**src/rtl/booth_radix4_seq_mult.sv**
```systemverilog
// Iterative signed radix-4 Booth multiplier.
// Two multiplier bits are retired per cycle. The selected partial product
// (0, +-M, +-2M) is added into an N+2 bit accumulator by a ripple adder.
// A negative digit is formed as ~addend with carry-in 1.

// Plain ripple adder; the carry-out is exposed but may be ignored by callers.
module full_adder #(
  parameter int unsigned W = 10
) (
  input  logic [W-1:0] A_i,
  input  logic [W-1:0] B_i,
  input  logic         Carry_i,
  output logic [W-1:0] Sum_o,
  output logic         Carry_o
);

  // Sum with carry-in, one extra bit to capture the carry-out.
  assign {Carry_o, Sum_o} = {1'b0, A_i} + {1'b0, B_i} + {{W{1'b0}}, Carry_i};

endmodule

module booth_radix4_seq_mult #(
  parameter int unsigned N = 8
) (
  input  logic           Clk_i,
  input  logic           Rst_i,
  input  logic           Start_i,
  input  logic [N-1:0]   Multiplicand_i,
  input  logic [N-1:0]   Multiplier_i,
  output logic           Busy_o,
  output logic           Done_o,
  output logic [2*N-1:0] Product_o
);

  localparam int unsigned AW   = N + 2;
  localparam int unsigned ITER = N / 2;
  localparam int unsigned CW   = $clog2(ITER + 1);
  localparam logic [CW-1:0] LAST = CW'(ITER - 1);

  typedef enum logic [1:0] {
    S_IDLE,
    S_CALC,
    S_DONE
  } state_t;

  state_t state_q, state_d;

  logic [AW-1:0]    mx_q;
  logic [AW-1:0]    acc_q;
  logic [N-1:0]     qr_q;
  logic             q_m1_q;
  logic [CW-1:0]    cnt_q;
  logic [2*N-1:0]   product_q;

  logic [AW-1:0]    addend;
  logic             negate;
  logic [AW-1:0]    sum;
  logic             adder_carry_unused;
  logic [2*N+2:0]   shifted;
  logic             accept;
  logic             last_iter;

  assign accept    = Start_i && (state_q != S_CALC);
  assign last_iter = (state_q == S_CALC) && (cnt_q == LAST);

  // {Sum, Qr, q_m1} arithmetic-shifted right by 2; the dropped bits are
  // q_m1 and Qr[0], so the new q_m1 is the old Qr[1].
  assign shifted = {sum[AW-1], sum[AW-1], sum, qr_q[N-1:1]};

  // State register.
  always_ff @(posedge Clk_i or posedge Rst_i) begin
    if (Rst_i) state_q <= S_IDLE;
    else       state_q <= state_d;
  end

  // Next-state logic: start accepted from IDLE or DONE, ignored in CALC.
  always_comb begin
    state_d = state_q;
    case (state_q)
      S_IDLE:  if (Start_i) state_d = S_CALC;
      S_CALC:  if (last_iter) state_d = S_DONE;
      S_DONE:  state_d = Start_i ? S_CALC : S_IDLE;
      default: state_d = S_IDLE;
    endcase
  end

  // Booth digit recode from {Qr[1], Qr[0], q_m1} into the adder's B input.
  always_comb begin
    addend = '0;
    negate = 1'b0;
    case ({qr_q[1:0], q_m1_q})
      3'b001, 3'b010: addend = mx_q;
      3'b011:         addend = {mx_q[AW-2:0], 1'b0};
      3'b100: begin
        addend = ~{mx_q[AW-2:0], 1'b0};
        negate = 1'b1;
      end
      3'b101, 3'b110: begin
        addend = ~mx_q;
        negate = 1'b1;
      end
      default:        addend = '0;
    endcase
  end

  full_adder #(.W(AW)) u_adder (
    .A_i     (acc_q),
    .B_i     (addend),
    .Carry_i (negate),
    .Sum_o   (sum),
    .Carry_o (adder_carry_unused)
  );

  // Operand load on accept, one Booth step per CALC cycle, product capture on the last step.
  always_ff @(posedge Clk_i or posedge Rst_i) begin
    if (Rst_i) begin
      mx_q      <= '0;
      acc_q     <= '0;
      qr_q      <= '0;
      q_m1_q    <= 1'b0;
      cnt_q     <= '0;
      product_q <= '0;
    end else if (accept) begin
      mx_q   <= {{2{Multiplicand_i[N-1]}}, Multiplicand_i};
      acc_q  <= '0;
      qr_q   <= Multiplier_i;
      q_m1_q <= 1'b0;
      cnt_q  <= '0;
    end else if (state_q == S_CALC) begin
      acc_q  <= shifted[2*N+2:N+1];
      qr_q   <= shifted[N:1];
      q_m1_q <= shifted[0];
      cnt_q  <= cnt_q + CW'(1);
      if (last_iter) product_q <= shifted[2*N:1];
    end
  end

  assign Busy_o    = (state_q == S_CALC);
  assign Done_o    = (state_q == S_DONE);
  assign Product_o = product_q;

endmodule

```
**config.mk**
```make
export PLATFORM = sky130hd
export DESIGN_NAME = booth_radix4_seq_mult
export DESIGN_NICKNAME = d
export VERILOG_FILES = /design/src/rtl/booth_radix4_seq_mult.sv
export SDC_FILE = /design/constraint.sdc
export NUM_CORES = 1
export LEC_CHECK = 0
export BUFFER_PORTS_ARGS = -buffer_cell sky130_fd_sc_hd__buf_2
export CAP_MARGIN = 40
export CELL_PAD_IN_SITES_DETAIL_PLACEMENT = 1
export CELL_PAD_IN_SITES_GLOBAL_PLACEMENT = 1
export CORE_ASPECT_RATIO = 0.5
export CORE_MARGIN = 2
export CORE_UTILIZATION = 44
export DETAILED_ROUTE_END_ITERATION = 10
export PLACE_DENSITY = 0.84
export SLEW_MARGIN = 20
export SYNTH_ARGS = -nofsm -noshare
export SYNTH_HDL_FRONTEND = slang
export SYNTH_SLANG_ARGS = --single-unit
export TNS_END_PERCENT = 20
```
**constraint.sdc**
```tcl
create_clock -name Clk_i -period 3.8 [get_ports Clk_i]
set_clock_uncertainty 0.2 [all_clocks]
set_input_delay 0.76 -clock Clk_i [delete_from_list [all_inputs] [get_ports Clk_i]]
set_output_delay 0.76 -clock Clk_i [all_outputs]
set_load 0.01 [all_outputs]
```
* After elaboration in Yosys (flattened, before gate mapping)
Cells that the tools add are included. Widths: inputs -> output; s select.
Storage, ports and cells: flip-flop bits (word level) 48, bits in latches 0, memory bits (writable) 0, ROM bits 0, input bits 19, output and inout port bits 18, word-level logic and storage cells 48, memories kept 0
Operators by class: add/subtract/negate cells 3, multiply operators 0, divide/modulo/power cells 0, $lt $le $gt $ge 0, equality and inequality tests 12, shift operators 0, multiplexer cells 14, bitwise operators 3, reductions and logical operators 9
Operator list (number):
- $pmux 10 s4 | 1
- $mux 10 | 2
- $not 10->10 | 2
- $mux 8 | 2
- $add 10x1->10 | 1
- $add 10x10->10 | 1
- $eq 3x2->1 const B | 3
- $eq 3x3->1 const B | 3
- $mux 3 | 2
- $pmux 2 s3 | 1
- $mux 1 | 4
- $mux 2 | 2
- $ne 2x1->1 const B | 2
- $reduce_or 2->1 | 2
- $add 3x1->3 const B | 1
- $eq 3x1->1 const B | 1
- $reduce_and 3->1 | 1
- $reduce_or 3->1 | 1
- $eq 2x1->1 const B | 1
- $eq 2x2->1 const B | 1
- $logic_and 1x1->1 | 2
- $logic_not 2->1 | 1
- $ne 2x2->1 const B | 1
- $reduce_and 2->1 | 1
- other kinds (2) | 2

* Depth between registers and ports, before layout
depth in word-level cells 7, depth in mapped cells 11

* Modules after synthesis
A second synthesis with hierarchy kept.
Unflattened totals: cells, all modules 242, area, all modules 2593.7 um^2
Modules (own cells, without submodules):
- booth_radix4_seq_mult | instances 1, cells an instance 188, area each 2157.1 um^2, seq. area each 1151.1 um^2
- full_adder | instances 1, cells an instance 54, area each 436.7 um^2, seq. area each 0.0 um^2

* Least setup slack after synthesis
Ideal clock, no wire load.
kind register to register, start point reg qr_q[1], end point reg product_q[14] (netlist: Product_o[14]), setup time 0.131 ns, arrival 2.695 ns, data required time 3.469 ns, setup slack 0.774 ns, cell stages (with the launch flop) 12, clock period less this slack 3.026 ns, cells stage by stage dfrtp_1 clkbuf_1 buf_2 a21oi_1 o22ai_1 a31oi_1 fa_1 fa_1 a21o_2 a311oi_1 or4_1 nand3_1
On the way: longest elaborated chain between the ends 5, elaborated cells between the ends (all ways) 13, classes of those cells 2 x add/sub; 6 x eq/ne; 2 x mux; 3 x reduce/logical
Ends and longest elaborated chain:
- start: declaration | RTL line 50 | logic [N-1:0] qr_q;
- start signal: assignment | RTL line 126 | qr_q <= Multiplier_i;
- start signal: assignment | RTL line 131 | qr_q <= shifted[N:1];
- $eq 3x3->1, or another cell as far along | RTL line 91 | case ({qr_q[1:0], q_m1_q})
- $reduce_or 2->1, on equally long branches
- $pmux 10 s4 | RTL line 91
- $add 10x10->10 | RTL line 18 | assign {Carry_o, Sum_o} = {1'b0, A_i} + {1'b0, B_i} + {{W{1'b0}}, Carry_i};
- $add 10x1->10 (*) | RTL line 18
- end signal: assignment | RTL line 134 | if (last_iter) product_q <= shifted[2*N:1];
- end: declaration | RTL line 53 | logic [2*N-1:0] product_q;
Mark *: on every way between the ends. The rest lies on a longest branch, timed or not. A chain may end at the register's enable or synchronous reset.

* Worst setup path after layout
Ends and elaborated chain as after synthesis.

==> results.md <==
* Setup violators final at 0
* Maximum clock rate at 0.304 GHz
* Clock Pin Slew Worst Setup and Hold Paths at 60 ps
* Slew HR at 60.9%
* H-tree lvl count at 2
* Measured slew at the worst slew-check pin at 587 ps
* Die area at 0.00640 mm²
* P&R area growth vs syn at 15.3%
* Slew Limit Fails at 0
* Final min period at 3290 ps
* Top-level port count at 37
* Crit Path Max Fanout at 16
* CTS Buf Count at 5
* Critical R2R Launch: qr_q[1]
* XOR/XNOR Fraction of Synth Area at 3.81%
* Post-DP HPWL at 4880 µm
* Total GRT Usage at 22.6%
* Die W at 111 µm
* Global-route wire length before repair at 11,300 µm
* Mux cell area share after synthesis at 11.1%
* Routed WL at 6640 µm
* # resized after CTS at 0
* I/O Buffers at 36
* Most frequent cells in the layout: 46 x dfrtp_1, 36 x buf_2, 23 x nand2_1
* Syn_nets at 275
* FP Rows at 19
* Setup TNS at 0 ps
* Drt wl/cell at 18.9 µm
* Via density at 5.84
* CTS tree: yes
* Most common cell after layout, fill and taps aside: dfrtp_1
* Clock latency on the worst-skew pair at 280 ps
* Number of antenna violations at the first check in global routing at 0
* Flops & latches, synth at 46
* Max cap viols at 0
* Startpoint types: register
* CP endpoint kind: register
* Synthesized netlist cell count at 244
* Critical path class: register to register
* Fraction of the mapped netlist area in simple logic gates at 12.4%
* 1st-pass router iterations at 4
* Effective utilization at floorplan at 45.8%
* R2R cell count at 9
* Hold_buf cts at 0
* Final Cycle Share at 86.6%
* Synthesized area per cell at 10.4 µm²
* Status: finished clean
* Ys Warns at 0
* RSZ-0062 raised after global routing: false
* Antenna Violating Nets Remaining at 0
* DRT iter0 DRCs at 118
* ANT cells at 0
* Core Footprint at 0.00552 mm²
* Die Y at 57.6 µm
* Ys async rst share at 100%
* Largest family of logic cells by synthesized area: compound AO/OA/AOI/OAI gates
* WP data arrival at 3250 ps
* Max clock buf depth at 2
* Hold Path Class: input pin to async pin
* Share of cells above drive strength 1 at 20.1%
* Multi-input gate area at 0.00128 mm²
* Unique masters post-synth at 46
* FF+latch area at 0.00115 mm²
* Filler cells at 635
* FF-to-FF End: Product_o[14]
* Final hold vios at 0
* Routed vias at 2,051
* Synth Flop Type: dfrtp_1
* Number of synthesized flops with an enable pin at 0
* Setup bufs post-CTS at 0
* GPL Wtd Cong at 0.842
* Grt ovf at 0
* Register area share after synthesis at 45.6%
* Root Buffer Master: clkbuf_16
* Pin count of the biggest net entering global routing at 28
* DRC at 0
* Total clock sinks at 46
* Nets at 308
* Synthesized area at 0.00253 mm²
* Post-synthesis compound-gate area fraction at 16.7%
* Post-synthesis adder-cell area fraction at 6.54%
* Reg2Reg Setup Slack at 510 ps
* Number of global-route vias before repair at 2,248
* CP required at 3760 ps
## registers in the layout (all words and copies together) (netlist names)
signal and count:
mx_q 8, q_m1_q 1, state_q 2, Product_o 16, acc_q 8, qr_q 8
cnt_q 3
## metrics by stage
step	utilization [%]	std cells	setup WS, ps	instance area (µm²)	hold WS, ps
after detailed placement	49.9	342	566	2750	274
after global routing	52.8	351	219	2910	136
after floorplan	-	244	774	2530	255
final	52.8	351	507	2910	129
after global placement	49.9	342	690	2750	262
after CTS	52.5	350	554	2900	288
## synthesized netlist by cell type, types with 3 or more instances
cell | count | area (µm²)
a221o_1 | 5 | 50.1
xor2_1 | 9 | 78.8
o31ai_1 | 5 | 37.5
inv_1 | 5 | 18.8
nor3b_1 | 3 | 22.5
nor3_1 | 3 | 15.0
nor2b_1 | 3 | 18.8
nand2_1 | 23 | 86.3
a31oi_1 | 3 | 18.8
mux2i_1 | 9 | 90.1
dfrtp_1 | 46 | 1150
clkbuf_1 | 4 | 15.0
nand3_1 | 14 | 70.1
ha_1 | 10 | 125
a21oi_1 | 9 | 45.0
nor2_1 | 10 | 37.5
o21ai_1 | 21 | 105
mux2_1 | 15 | 169
buf_2 | 8 | 40.0
## routing by layer
| metal | vias to the layer above | routed length [µm] | GRT usage (%) | share of wire, % |
|---|---|---|---|---|
| met5 | - | 0 | 0 | 0 |
| met4 | 0 | 82 | 7.23 | 1.2 |
| met3 | 9 | 296 | 4.36 | 4.5 |
| met2 | 64 | 3220 | 39.6 | 49 |
| met1 | 1027 | 3040 | 29.0 | 46 |
| li1 | 951 | - | - | - |
## worst max-delay path by stage
stage	start	endpoint	slack (ps)
after CTS	qr_q[1]	Product_o[14]	550
after floorplan	qr_q[1]	Product_o[14]	770
after global routing	qr_q[1]	Product_o[14]	220
after global placement	qr_q[1]	Product_o[14]	690
final	qr_q[1]	Product_o[14]	510
after detailed placement	qr_q[1]	Product_o[14]	570
## logic make-up (layout without fill, tap and decap cells)
group / count (synthesis) / after routing
AOI/OAI and AO/OA: 63 / 63
adders and majority gates: 12 / 12
DFF: 46 / 46
muxes: 26 / 26
xor gates and xnor gates: 11 / 11
and+or+nand+nor: 65 / 65
buffers and inverters: 21 / 55
## critical path: stages (launching register included)
cell	delay [ps]
dfrtp_1	710
a21oi_1	130
o22ai_1	170
a31oi_1	80
fa_1	460
fa_1	430
a21o_2	230
a311oi_1	480
or4_1	210
nand3_1	70
## area by class of cell
cell class                 instances  share of cell area [%]
clock buffer                       7                    4.90
multi-input combinational        177                    43.9
clock inverter                     1                   0.172
timing repair buffer              40                    7.47
inverter                           7                   0.902
tap                               73                    3.14
sequential                        46                    39.5
Power is left out: the tool's default activity adds up to more than one toggle a clock period on the data nets, which glitch-free logic cannot reach.
